--- src/rtl/riscv_ctrl_pkg.sv ---
// Shared definitions for the multi-cycle RV32I control unit.
//   - opcode / funct constants used by the instruction decoder
//   - ALU operation codes, shared with the ALU
//   - control FSM state encoding, visible on State_o for debug
//   - datapath mux-select encodings
//   - decode_next(): DECODE-state dispatch on the instruction fields
package riscv_ctrl_pkg;

  // Opcodes (IR[6:0])
  localparam logic [6:0] OPC_R      = 7'b0110011;
  localparam logic [6:0] OPC_I      = 7'b0010011;
  localparam logic [6:0] OPC_LUI    = 7'b0110111;
  localparam logic [6:0] OPC_LOAD   = 7'b0000011;
  localparam logic [6:0] OPC_STORE  = 7'b0100011;
  localparam logic [6:0] OPC_BRANCH = 7'b1100011;
  localparam logic [6:0] OPC_JAL    = 7'b1101111;

  // funct3 (IR[14:12]) / funct7 (IR[31:25]) values
  localparam logic [2:0] F3_ADD  = 3'b000;
  localparam logic [2:0] F3_OR   = 3'b110;
  localparam logic [2:0] F3_SLL  = 3'b001;
  localparam logic [2:0] F3_WORD = 3'b010;
  localparam logic [2:0] F3_BEQ  = 3'b000;
  localparam logic [6:0] F7_BASE = 7'b0000000;
  localparam logic [6:0] F7_ALT  = 7'b0100000;

  // ALU operation codes
  typedef enum logic [3:0] {
    ALU_ADD  = 4'b0000,
    ALU_SUB  = 4'b0001,
    ALU_LUI  = 4'b0010,
    ALU_ORI  = 4'b0011,
    ALU_SLLI = 4'b0100
  } alu_op_e;

  // Control FSM states
  typedef enum logic [3:0] {
    ST_IDLE      = 4'd0,
    ST_FETCH     = 4'd1,
    ST_DECODE    = 4'd2,
    ST_EXEC_R    = 4'd3,
    ST_EXEC_I    = 4'd4,
    ST_EXEC_U    = 4'd5,
    ST_ALU_WB    = 4'd6,
    ST_MEM_ADDR  = 4'd7,
    ST_MEM_READ  = 4'd8,
    ST_MEM_WB    = 4'd9,
    ST_MEM_WRITE = 4'd10,
    ST_BRANCH    = 4'd11,
    ST_JAL       = 4'd12,
    ST_ILLEGAL   = 4'd15
  } state_e;

  // ALU operand A select
  localparam logic [1:0] SRC_A_PC     = 2'b00;
  localparam logic [1:0] SRC_A_OLD_PC = 2'b01;
  localparam logic [1:0] SRC_A_RS1    = 2'b10;

  // ALU operand B select
  localparam logic [1:0] SRC_B_RS2  = 2'b00;
  localparam logic [1:0] SRC_B_IMM  = 2'b01;
  localparam logic [1:0] SRC_B_FOUR = 2'b10;

  // Register-file write-data select
  localparam logic [1:0] RES_ALU_OUT = 2'b00;
  localparam logic [1:0] RES_MDR     = 2'b01;
  localparam logic [1:0] RES_ALU     = 2'b10;

  // Next state out of DECODE; anything unsupported lands in ST_ILLEGAL.
  function automatic state_e decode_next(input logic [6:0] opcode,
                                         input logic [2:0] funct3,
                                         input logic [6:0] funct7);
    state_e nxt;
    nxt = ST_ILLEGAL;
    case (opcode)
      OPC_R:
        if (funct3 == F3_ADD && (funct7 == F7_BASE || funct7 == F7_ALT))
          nxt = ST_EXEC_R;
      OPC_I:
        if (funct3 == F3_ADD || funct3 == F3_OR)
          nxt = ST_EXEC_I;
        else if (funct3 == F3_SLL && funct7 == F7_BASE)
          nxt = ST_EXEC_I;
      OPC_LUI:
        nxt = ST_EXEC_U;
      OPC_LOAD, OPC_STORE:
        if (funct3 == F3_WORD)
          nxt = ST_MEM_ADDR;
      OPC_BRANCH:
        if (funct3 == F3_BEQ)
          nxt = ST_BRANCH;
      OPC_JAL:
        nxt = ST_JAL;
      default:
        nxt = ST_ILLEGAL;
    endcase
    return nxt;
  endfunction

endpackage

--- src/rtl/multicycle_control_unit_alu_op_decoder.sv ---
// alu_op_decoder: combinational ALU operation select for the control FSM.
//   state_i   current FSM state
//   funct3_i  IR[14:12]
//   funct7_i  IR[31:25]
//   alu_op_o  operation code driven to the ALU (ADD in every state
//             that does not need something else)
module alu_op_decoder
  import riscv_ctrl_pkg::*;
(
  input  state_e      state_i,
  input  logic [2:0]  funct3_i,
  input  logic [6:0]  funct7_i,
  output alu_op_e     alu_op_o
);

  always_comb begin
    // NOTE: default first so every path assigns alu_op_o and no latch is inferred.
    alu_op_o = ALU_ADD;
    case (state_i)
      // Decode already restricted funct7 to BASE/ALT, so ALT means sub.
      ST_EXEC_R: alu_op_o = (funct7_i == F7_ALT) ? ALU_SUB : ALU_ADD;
      ST_EXEC_I: begin
        if (funct3_i == F3_OR)       alu_op_o = ALU_ORI;
        else if (funct3_i == F3_SLL) alu_op_o = ALU_SLLI;
        else                         alu_op_o = ALU_ADD;
      end
      ST_EXEC_U: alu_op_o = ALU_LUI;
      // beq compares rs1 - rs2 against zero.
      ST_BRANCH: alu_op_o = ALU_SUB;
      default:   alu_op_o = ALU_ADD;
    endcase
  end

endmodule

--- src/rtl/multicycle_control_unit.sv ---
// multicycle_control_unit: Moore control FSM for the multi-cycle RV32I
// datapath. Sequences fetch / decode / execute / memory / writeback.
//   clk, reset          rising-edge clock, async active-high reset (-> IDLE)
//   Opcode_i/Funct3_i/Funct7_i  instruction fields from IR, valid from DECODE
//   Zero_i              ALU zero flag, used only in BRANCH
//   ALU_Operation_o     ALU operation code
//   ALU_Src_A_o/B_o     ALU operand selects
//   Result_Src_o        register write-data select
//   IorD_o              memory address select (0=PC, 1=ALUOut)
//   Mem_Read_o/Mem_Write_o  memory strobes
//   IR_Write_o          load IR and Old_PC
//   Reg_Write_o         register file write enable
//   PC_Src_o, PC_En_o   PC next-value select and load enable
//   Illegal_o           sticky unsupported-instruction flag (until reset)
//   State_o             current state, for debug
module multicycle_control_unit
  import riscv_ctrl_pkg::*;
(
  input  logic       clk,
  input  logic       reset,
  input  logic [6:0] Opcode_i,
  input  logic [2:0] Funct3_i,
  input  logic [6:0] Funct7_i,
  input  logic       Zero_i,
  output logic [3:0] ALU_Operation_o,
  output logic [1:0] ALU_Src_A_o,
  output logic [1:0] ALU_Src_B_o,
  output logic [1:0] Result_Src_o,
  output logic       IorD_o,
  output logic       Mem_Read_o,
  output logic       Mem_Write_o,
  output logic       IR_Write_o,
  output logic       Reg_Write_o,
  output logic       PC_Src_o,
  output logic       PC_En_o,
  output logic       Illegal_o,
  output logic [3:0] State_o
);

  state_e  state_q, state_d;
  alu_op_e alu_op;
  logic    pc_write;
  logic    branch;

  // NOTE: state flops use non-blocking assignments; reset is asynchronous so
  // every Moore output drops to its IDLE value without waiting for a clock.
  always_ff @(posedge clk or posedge reset) begin
    if (reset) state_q <= ST_IDLE;
    else       state_q <= state_d;
  end

  // Next-state logic
  always_comb begin
    state_d = state_q;
    case (state_q)
      ST_IDLE:      state_d = ST_FETCH;
      ST_FETCH:     state_d = ST_DECODE;
      ST_DECODE:    state_d = decode_next(Opcode_i, Funct3_i, Funct7_i);
      ST_EXEC_R,
      ST_EXEC_I,
      ST_EXEC_U:    state_d = ST_ALU_WB;
      ST_ALU_WB:    state_d = ST_FETCH;
      // Only lw and sw reach MEM_ADDR, so the store opcode alone splits them.
      ST_MEM_ADDR:  state_d = (Opcode_i == OPC_STORE) ? ST_MEM_WRITE : ST_MEM_READ;
      ST_MEM_READ:  state_d = ST_MEM_WB;
      ST_MEM_WB:    state_d = ST_FETCH;
      ST_MEM_WRITE: state_d = ST_FETCH;
      ST_BRANCH:    state_d = ST_FETCH;
      ST_JAL:       state_d = ST_FETCH;
      ST_ILLEGAL:   state_d = ST_ILLEGAL;
      default:      state_d = ST_ILLEGAL;
    endcase
  end

  // Moore output decode
  always_comb begin
    ALU_Src_A_o  = SRC_A_PC;
    ALU_Src_B_o  = SRC_B_RS2;
    Result_Src_o = RES_ALU_OUT;
    IorD_o       = 1'b0;
    Mem_Read_o   = 1'b0;
    Mem_Write_o  = 1'b0;
    IR_Write_o   = 1'b0;
    Reg_Write_o  = 1'b0;
    PC_Src_o     = 1'b0;
    pc_write     = 1'b0;
    branch       = 1'b0;
    Illegal_o    = 1'b0;
    case (state_q)
      ST_FETCH: begin
        Mem_Read_o  = 1'b1;
        IR_Write_o  = 1'b1;
        ALU_Src_A_o = SRC_A_PC;
        ALU_Src_B_o = SRC_B_FOUR;
        pc_write    = 1'b1;
      end
      // Old_PC + imm is computed here and held in ALUOut as branch/jump target.
      ST_DECODE: begin
        ALU_Src_A_o = SRC_A_OLD_PC;
        ALU_Src_B_o = SRC_B_IMM;
      end
      ST_EXEC_R: begin
        ALU_Src_A_o = SRC_A_RS1;
        ALU_Src_B_o = SRC_B_RS2;
      end
      ST_EXEC_I, ST_MEM_ADDR: begin
        ALU_Src_A_o = SRC_A_RS1;
        ALU_Src_B_o = SRC_B_IMM;
      end
      ST_EXEC_U: ALU_Src_B_o = SRC_B_IMM;
      ST_ALU_WB: begin
        Reg_Write_o  = 1'b1;
        Result_Src_o = RES_ALU_OUT;
      end
      ST_MEM_READ: begin
        IorD_o     = 1'b1;
        Mem_Read_o = 1'b1;
      end
      ST_MEM_WB: begin
        Reg_Write_o  = 1'b1;
        Result_Src_o = RES_MDR;
      end
      ST_MEM_WRITE: begin
        IorD_o      = 1'b1;
        Mem_Write_o = 1'b1;
      end
      ST_BRANCH: begin
        ALU_Src_A_o = SRC_A_RS1;
        ALU_Src_B_o = SRC_B_RS2;
        branch      = 1'b1;
        PC_Src_o    = 1'b1;
      end
      // Link = Old_PC + 4 goes straight from the ALU to rd; target from ALUOut.
      ST_JAL: begin
        ALU_Src_A_o  = SRC_A_OLD_PC;
        ALU_Src_B_o  = SRC_B_FOUR;
        Reg_Write_o  = 1'b1;
        Result_Src_o = RES_ALU;
        PC_Src_o     = 1'b1;
        pc_write     = 1'b1;
      end
      ST_ILLEGAL: Illegal_o = 1'b1;
      default: ;
    endcase
  end

  // The only non-Moore output: a taken branch needs the live Zero flag.
  assign PC_En_o         = pc_write | (branch & Zero_i);
  assign ALU_Operation_o = alu_op;
  assign State_o         = state_q;

  alu_op_decoder u_alu_op_decoder (
    .state_i  (state_q),
    .funct3_i (Funct3_i),
    .funct7_i (Funct7_i),
    .alu_op_o (alu_op)
  );

endmodule

--- config.mk ---
export PLATFORM = sky130hd
export DESIGN_NAME = multicycle_control_unit
export DESIGN_NICKNAME = d
export VERILOG_FILES = /design/src/rtl/riscv_ctrl_pkg.sv /design/src/rtl/multicycle_control_unit_alu_op_decoder.sv /design/src/rtl/multicycle_control_unit.sv
export SDC_FILE = /design/constraint.sdc
export NUM_CORES = 1
export LEC_CHECK = 0
export CAP_MARGIN = 20
export CORE_MARGIN = 4
export CORE_UTILIZATION = 38
export DETAILED_ROUTE_END_ITERATION = 6
export GPL_ROUTABILITY_DRIVEN = 1
export PLACE_DENSITY_LB_ADDON = 0.15
export SLEW_MARGIN = 40
export SYNTH_ARGS = -nofsm -noshare
export SYNTH_HDL_FRONTEND = slang
export SYNTH_SLANG_ARGS = --single-unit
--- constraint.sdc ---
create_clock -name clk -period 1.6 [get_ports clk]
set_input_delay 0.48 -clock clk [delete_from_list [all_inputs] [get_ports clk]]
set_output_delay 0.48 -clock clk [all_outputs]
set_load 0.1 [all_outputs]
==> results of run 1 <==
-- synthesized netlist by cell type, types with 2 or more instances --
cell type / instances
sky130_fd_sc_hd__a21boi_0: 2
sky130_fd_sc_hd__o22ai_1: 4
sky130_fd_sc_hd__and2b_2: 3
sky130_fd_sc_hd__dfrtp_1: 4
sky130_fd_sc_hd__a21o_1: 2
sky130_fd_sc_hd__nand2b_1: 7
sky130_fd_sc_hd__a21oi_1: 3
sky130_fd_sc_hd__nor3_1: 9
sky130_fd_sc_hd__a211o_1: 2
sky130_fd_sc_hd__xnor2_1: 3
sky130_fd_sc_hd__nand3_1: 4
sky130_fd_sc_hd__nor2_1: 12
sky130_fd_sc_hd__a211oi_2: 2
sky130_fd_sc_hd__a211oi_1: 2
sky130_fd_sc_hd__nand2_1: 8
sky130_fd_sc_hd__o21ai_0: 2
sky130_fd_sc_hd__inv_1: 3
sky130_fd_sc_hd__buf_2: 4
-- cells by family after synthesis --
family	Yosys count	share of synthesized area
AND/OR/NAND/NOR	55	0.421
AO/OA/AOI/OAI	30	0.311
buffers and inverters	10	0.0712
XOR/XNOR	4	0.0464
flip-flops	4	0.132
adder cells (fa/ha/maj)	1	0.0132
other	1	0.00496
-- through the flow --
| step | std cells | worst slack, ps | instance area [µm²] | setup TNS, ps | hold WS, ps |
|---|---|---|---|---|---|
| 3_3_place_gp | 220 | -577 | 1980 | -4850 | 662 |
| 2_1_floorplan | 105 | -1340 | 958 | -11420 | 246 |
==> qor.txt, run 1 <==
=================================================================================
Outcome ............................................................ stopped before the end
Stage at which the run stopped ..................................... 3_5_place_dp
Error message ...................................................... [ERROR DPL-0038] Utilization greater than 100%, impossible to legalize
Top post-synthesis cells by area ................................... sky130_fd_sc_hd__dfrtp_1 (13%), sky130_fd_sc_hd__nor3_1 (6.0%), sky130_fd_sc_hd__nor2_1 (6.0%)
Number of flops mapped to enable cells by yosys ....................            0
Flip-flop and latch count after synthesis ..........................            4
Commonest register cell after synthesis ............................ sky130_fd_sc_hd__dfrtp_1
I/O pin count ......................................................           42
Post-synthesis instance area .......................................      756 µm²
Initial Utilization ................................................        0.419
Placement Rows .....................................................           15
Library cell with the largest summed area after synthesis .......... sky130_fd_sc_hd__dfrtp_1
Post-synthesis area per instance ...................................     7.20 µm²
Portion of the post-synthesis area used by sequential elements .....        0.132
Post-synthesis cell count ..........................................          105
Portion of synthesized cell area occupied by the leading cell type .        0.132
Asr flop ratio synth ...............................................         1.00
I/O Buffers ........................................................           40
Post-synthesis net count ...........................................          125
Die H ..............................................................      52.6 µm
Die W ..............................................................      52.6 µm
Number of warnings reported in the yosys synthesis log .............            0
Count of different cell masters after synthesis ....................           47
Final Wtd Congestion ...............................................        0.878
=================================================================================
==> run 2: changes to the inputs <==
--- a/config.mk
+++ b/config.mk
@@ -6,9 +6,9 @@
 export NUM_CORES = 1
 export LEC_CHECK = 0
 export CAP_MARGIN = 20
-export CORE_MARGIN = 4
-export CORE_UTILIZATION = 38
+export CORE_AREA = 4 4 65 67
 export DETAILED_ROUTE_END_ITERATION = 6
+export DIE_AREA = 0 0 69 71
 export GPL_ROUTABILITY_DRIVEN = 1
 export PLACE_DENSITY_LB_ADDON = 0.15
 export SLEW_MARGIN = 40
==> run 2 against run 1 <==
Compared with the run above: the flow now finishes, with violations (setup timing); area after synthesis unchanged; synthesized cell count unchanged.
==> qor.txt, run 2 <==
=====================================================================================
Total routed wirelength ................................................      3480 µm
Top post-synthesis cells by area ....................................... sky130_fd_sc_hd__dfrtp_1 (13%), sky130_fd_sc_hd__nor3_1 (6.0%), sky130_fd_sc_hd__nor2_1 (6.0%)
Die ar. ................................................................     4900 µm²
Peak fanout along the critical path ....................................            6
Most frequent standard cell in the layout excluding fill and tap cells . sky130_fd_sc_hd__buf_4
Maximum Capacitance Violations .........................................            0
Unrepaired setup endpoints after global routing ........................          yes
Fillers ................................................................          310
Count of different cell masters after synthesis ........................           47   unchanged
I/O Buffers ............................................................           40   unchanged
Flip-flop and latch count after synthesis ..............................            4   unchanged
Outcome ................................................................ complete, but fails checks
List of most frequent post-synthesis cells ............................. sky130_fd_sc_hd__nor2_1 (12), sky130_fd_sc_hd__nor3_1 (9), sky130_fd_sc_hd__nand2_1 (8)
Leading cell type by number of instances after synthesis ............... sky130_fd_sc_hd__nor2_1
Post-route minimum period ..............................................      2040 ps
TritonCTS Buffers ......................................................            3
Final routed DRC violation total .......................................            0
Final layout net count .................................................          222
Type of the worst setup path ...........................................      reg2out
Die H ..................................................................        71 µm   +35%
Via count ..............................................................         1199
Final worst hold slack .................................................       445 ps
Die W ..................................................................        69 µm   +31%
Maximum number of pins on one net before global-route repair ...........           10
Number of nets with antenna violations after detailed routing ..........            0
Clk Latency, worst-skew pair ...........................................       220 ps
Portion of the post-synthesis area used by sequential elements .........        0.132   unchanged
Asr flop ratio synth ...................................................         1.00   unchanged
Post-route core utilization ............................................        0.618
Average via count per standard cell ....................................         4.83
FMAX ...................................................................      490 MHz
Total global-route track usage .........................................        0.139
Clock tree from TritonCTS ..............................................        built
Library cell with the largest summed area after synthesis .............. sky130_fd_sc_hd__dfrtp_1
Final Max Tran Viols ...................................................            0
Setup crit start kind ..................................................     register
Commonest register cell after synthesis ................................ sky130_fd_sc_hd__dfrtp_1
Setup ws final .........................................................      -442 ps
H-tree depth reported by CTS ...........................................            1
Average wire per standard cell .........................................      14.0 µm
Area inside the core boundary ..........................................     3630 µm²
Initial Utilization ....................................................        0.208   -0.211
I/O pin count ..........................................................           42   unchanged
Post-synthesis cell count ..............................................          105   unchanged
Vias in the first global route .........................................         1247
Commonest non-fill, non-tap cells in the layout ........................ sky130_fd_sc_hd__buf_4 (47), sky130_fd_sc_hd__buf_12 (22), sky130_fd_sc_hd__buf_6 (10)
Arrival time of data at the critical path endpoint .....................      1560 ps
Number of flops mapped to enable cells by yosys ........................            0   unchanged
Fraction of layout cells with a size suffix above 1 ....................        0.730
Congestion Overflow GR .................................................            0
Number of flip-flops in the largest register ...........................            4
Post-synthesis instance area ...........................................      756 µm²   unchanged
Hold/Removal Path Class ................................................     in2async
Endpoint type of the worst setup path ..................................  output port
Post-synthesis area per instance .......................................     7.20 µm²   unchanged
Worst path required time ...............................................      1120 ps
Portion of synthesized cell area occupied by the leading cell type .....        0.132   unchanged
Number of antenna violations at the first check in global routing ......            0
Violations in the final reports ........................................ setup timing
Buffers from clock root to sink, at most ...............................            2
Number of optimization iterations in the first detailed-route pass .....            4
Setup Slack @ Placement ................................................      -692 ps
Final-report setup violation count .....................................           22
Area added between synthesis and finish ................................         197%
Wire length of the first global-routing pass ...........................      5820 µm
Clock net sink count ...................................................            4
Number of warnings reported in the yosys synthesis log .................            0   unchanged
Sum of net half-perimeters after detailed placement ....................      2630 µm
Post-route clock skew ..................................................      3.89 ps
DRC violation total after the first TritonRoute iteration ..............           33
Post-synthesis net count ...............................................          125   unchanged
Post-route fraction of the period consumed by the critical path ........         1.28
Final hold violation count .............................................            0
Placement Rows .........................................................           22   +7
Clock Pin Slew Worst Setup and Hold Paths ..............................        30 ps
Root Buffer ............................................................ sky130_fd_sc_hd__clkbuf_8
Ant diodes .............................................................            0
Final Wtd Congestion ...................................................        0.837   -4.7%
=====================================================================================
## run 2: critical path, stage by stage (launching register included)
cell	delay, ps
sky130_fd_sc_hd__dfrtp_4	520
sky130_fd_sc_hd__buf_6	150
sky130_fd_sc_hd__or3_4	400
sky130_fd_sc_hd__nand2b_4	90
sky130_fd_sc_hd__buf_12	170
## run 2: what timing repair did
action | in CTS | in global routing
hold buffers | 0 | 0
endpoints found under the setup margin | 24 | 25
pin swaps | 15 | 8
resized for setup | 50 | 26
endpoints found under the hold margin | 0 | 0
buffers inserted | 5 | 1
## run 2: final cells by class
class,count,area (µm²),share of cell area
timing repair buffer,98,1060,0.472
multi-input combinational,91,953,0.425
sequential,4,115,0.0513
tap,48,60.1,0.0267
clock buffer,3,41.3,0.0184
inverter,4,15.0,0.00669
## run 2: final timing paths
check | cells past startpoint | endpoint | start | slack [ps]
min in group clk | 3 | State_o[2] | State_o[3] | 890
max in group asynchronous | 2 | State_o[3] | reset | 990
max reg2reg | 7 | State_o[1] | State_o[2] | -200
min reg2reg | 3 | State_o[2] | State_o[3] | 890
max | 4 | ALU_Src_A_o[0] | State_o[2] | -440
min | 2 | State_o[0] | reset | 440
## run 2: stage by stage
step           TNS, ps  cell area, µm²  instances
6_report         -6270            2250        248
5_1_grt          -7320            2250        248
4_1_cts          -6230            2200        247
3_5_place_dp     -5410            1970        239
3_3_place_gp     -5180            1970        239
2_1_floorplan   -11420             958        105
## run 2: cell families after synthesis
kind of cell | Yosys count | share of synthesized area
adders and majority gates | 1 | 0.0132
DFF | 4 | 0.132
other | 1 | 0.00496
AOI/OAI and AO/OA | 30 | 0.311
buffers and inverters | 10 | 0.0712
xor gates and xnor gates | 4 | 0.0464
and+or+nand+nor | 55 | 0.421
## run 2: per-layer routing
layer | global-route usage | wire, µm | up-vias
met3 | 0.0142 | 116 | 6
met2 | 0.268 | 1970 | 35
met4 | 0.0477 | 59 | 0
met1 | 0.158 | 1330 | 574
met5 | 0 | 0 | -
li1 | - | - | 584
Power of run 2 is left out: the tool's default activity adds up to more than one toggle a clock period on the data nets, which glitch-free logic cannot reach.
==> run 3: changes to the inputs <==
--- a/config.mk
+++ b/config.mk
@@ -6,10 +6,11 @@
 export NUM_CORES = 1
 export LEC_CHECK = 0
 export CAP_MARGIN = 20
-export CORE_AREA = 4 4 65 67
+export CORE_AREA = 2 2 63 65
 export DETAILED_ROUTE_END_ITERATION = 6
-export DIE_AREA = 0 0 69 71
+export DIE_AREA = 0 0 65 67
 export GPL_ROUTABILITY_DRIVEN = 1
+export HOLD_SLACK_MARGIN = 0.08
 export PLACE_DENSITY_LB_ADDON = 0.15
 export SLEW_MARGIN = 40
 export SYNTH_ARGS = -nofsm -noshare
==> run 3 against run 2 <==
Compared with the run above: the flow still finishes with violations (setup timing); wire length decreased by 9.8%; hold slack improved by 8.9 ps; flip-flop and latch count unchanged; sequential share of layout area about the same; via count decreased by 3.8%; highest routed layer unchanged; final area increased by 0.61%; setup slack improved by 11 ps; register-to-register slack improved by 280 ps; critical path type unchanged; fmax increased by 0.54%; core utilization increased by 0.85 points.
==> qor.txt, run 3 (same netlist as run 2, synthesis figures left out) <==
=====================================================================================
Number of nets with antenna violations after detailed routing ..........            0   unchanged
Post-route clock skew ..................................................      4.49 ps   +0.596 ps
Clk Latency, worst-skew pair ...........................................       220 ps   about the same
Met3 Routed Length .....................................................       100 µm   -14%
Setup TNS ..............................................................     -5480 ps   +796 ps
H-tree depth reported by CTS ...........................................            1   unchanged
Number of cells on the worst reg-to-reg path ...........................            6   -1
Total routed wirelength ................................................      3140 µm   -9.8%
Area inside the core boundary ..........................................     3610 µm²   -0.76%
Endpoint type of the worst setup path ..................................  output port
Commonest non-fill, non-tap cells in the layout ........................ sky130_fd_sc_hd__buf_4 (46), sky130_fd_sc_hd__buf_12 (21), sky130_fd_sc_hd__buf_6 (12)
Peak fanout along the critical path ....................................            8   +2
Placement Rows .........................................................           22   unchanged
Final hold violation count .............................................            0   unchanged
Highest layer used for signal routing ..................................         met4
Final Max Tran Viols ...................................................            0   unchanged
Maximum Capacitance Violations .........................................            0   unchanged
Post-route minimum period ..............................................      2030 ps   -10.9 ps
Maximum number of pins on one net before global-route repair ...........            9   -1
Area taken by multi-input logic gates ..................................      985 µm²   +3.3%
Endpoint of the lowest-slack register-to-register path .................   State_o[1]
Ant diodes .............................................................            0   unchanged
Setup ws final .........................................................      -431 ps   +10.9 ps
Final layout net count .................................................          223   +0.45%
Worst path required time ...............................................      1120 ps   about the same
Type of the worst setup path ...........................................      reg2out
DR WL met2 .............................................................      1760 µm   -11%
Vias in the first global route .........................................         1135   -9.0%
Final routed DRC violation total .......................................            0   unchanged
Die H ..................................................................        67 µm   -5.6%
Worst R2R Start ........................................................   State_o[3]
Clock net sink count ...................................................            4   unchanged
Initial Utilization ....................................................        0.210   +0.00159
Post-route fraction of the period consumed by the critical path ........         1.27   -0.00680
Clock Pin Slew Worst Setup and Hold Paths ..............................        30 ps   about the same
Number of flip-flops in the largest register ...........................            4   unchanged
Reg2reg setup slack ....................................................        80 ps   +280 ps
Average wire per standard cell .........................................      12.6 µm   -10%
Congestion Overflow GR .................................................            0   unchanged
Die ar. ................................................................     4360 µm²   -11%
Violations in the final reports ........................................ setup timing
Area added between synthesis and finish ................................         199%
Outcome ................................................................ complete, but fails checks
Clock tree from TritonCTS ..............................................        built
Arrival time of data at the critical path endpoint .....................      1550 ps   about the same
I/O Buffers ............................................................           40   unchanged
Final-report setup violation count .....................................           17   -23%
Critical path's top delay family .......................................   flip-flops
Most frequent standard cell in the layout excluding fill and tap cells . sky130_fd_sc_hd__buf_4
Critical-path top delay cell ........................................... sky130_fd_sc_hd__dfrtp_4
Via count ..............................................................         1154   -3.8%
TritonCTS Buffers ......................................................            3   unchanged
I/O pin count ..........................................................           42   unchanged
WP buf/inv .............................................................            1   -1
Buffers from clock root to sink, at most ...............................            2   unchanged
Fillers ................................................................          299   -3.5%
Unrepaired setup endpoints after global routing ........................          yes
Fraction of layout cells with a size suffix above 1 ....................        0.751   +0.0212
Critical path's largest stage delay ....................................       520 ps   about the same
DRC violation total after the first TritonRoute iteration ..............           15   -55%
Average via count per standard cell ....................................         4.63   -4.1%
Hold/Removal Path Class ................................................     in2async
Worst path cell trace .................................................. nand2_4 -> nor3_4 -> or2_4 -> a41o_4 -> buf_12
Final Wtd Congestion ...................................................        0.750   -10%
Root Buffer ............................................................ sky130_fd_sc_hd__clkbuf_8
FMAX ...................................................................      492 MHz   +0.54%
Setup crit start kind ..................................................     register
Wire length of the first global-routing pass ...........................      5170 µm   -11%
Number of antenna violations at the first check in global routing ......            0   unchanged
Total global-route track usage .........................................        0.151   +0.0117
Sum of net half-perimeters after detailed placement ....................      2420 µm   -8.0%
Die W ..................................................................        65 µm   -5.8%
Routed met1 length .....................................................      1250 µm   -6.0%
Number of optimization iterations in the first detailed-route pass .....            4   unchanged
Register cell area after layout ........................................      115 µm²   unchanged
=====================================================================================
-- run 3: metal layers --
layer,GRT usage,up-vias
met1,0.165,536
met3,0.0186,4
met2,0.302,27
met5,0,-
li1,-,587
met4,0.0399,0
-- run 3: worst reg2reg max path, stage by stage, from the launching register on --
cell and delay (ps):
sky130_fd_sc_hd__dfrtp_4 520, sky130_fd_sc_hd__buf_6 150, sky130_fd_sc_hd__and2b_2 200, sky130_fd_sc_hd__buf_4 130, sky130_fd_sc_hd__buf_4 130, sky130_fd_sc_hd__a211o_1 240, sky130_fd_sc_hd__o211ai_2 60
-- run 3: final cells by class --
| cell class | instances | area share |
|---|---|---|
| clock buffer | 3 | 0.0183 |
| sequential | 4 | 0.0509 |
| multi-input combinational | 91 | 0.436 |
| tap | 48 | 0.0266 |
| inverter | 4 | 0.00664 |
| timing repair buffer | 99 | 0.462 |
-- run 3: worst max path at each step --
stage               depth (start not counted)        start            endpoint
floorplan                                   4   State_o[1]             PC_En_o
global placement                            4  Funct3_i[2]  ALU_Operation_o[1]
detailed placement                          4  Funct3_i[0]  ALU_Operation_o[1]
CTS                                         5   State_o[2]             PC_En_o
global route                                5   State_o[3]             PC_En_o
finish                                      5   State_o[3]             PC_En_o
-- run 3: what timing repair did --
| action | CTS | global route |
|---|---|---|
| gates resized for setup | 58 | 35 |
| setup endpoints to repair | 21 | 21 |
| buffers inserted | 6 | 4 |
| hold buffers | 0 | 0 |
| pin swaps | 17 | 20 |
-- run 3: through the flow --
stage	utilization	hold WS, ps	area, µm²	std cells	setup slack [ps]
finish	0.627	454	2260	249	-431
global route	0.627	481	2260	249	-466
CTS	0.611	463	2200	248	-420
detailed placement	0.550	690	1980	240	-632
global placement	0.550	670	1980	240	-612
floorplan	-	246	958	105	-1340
Power of run 3 is left out for the same reason.
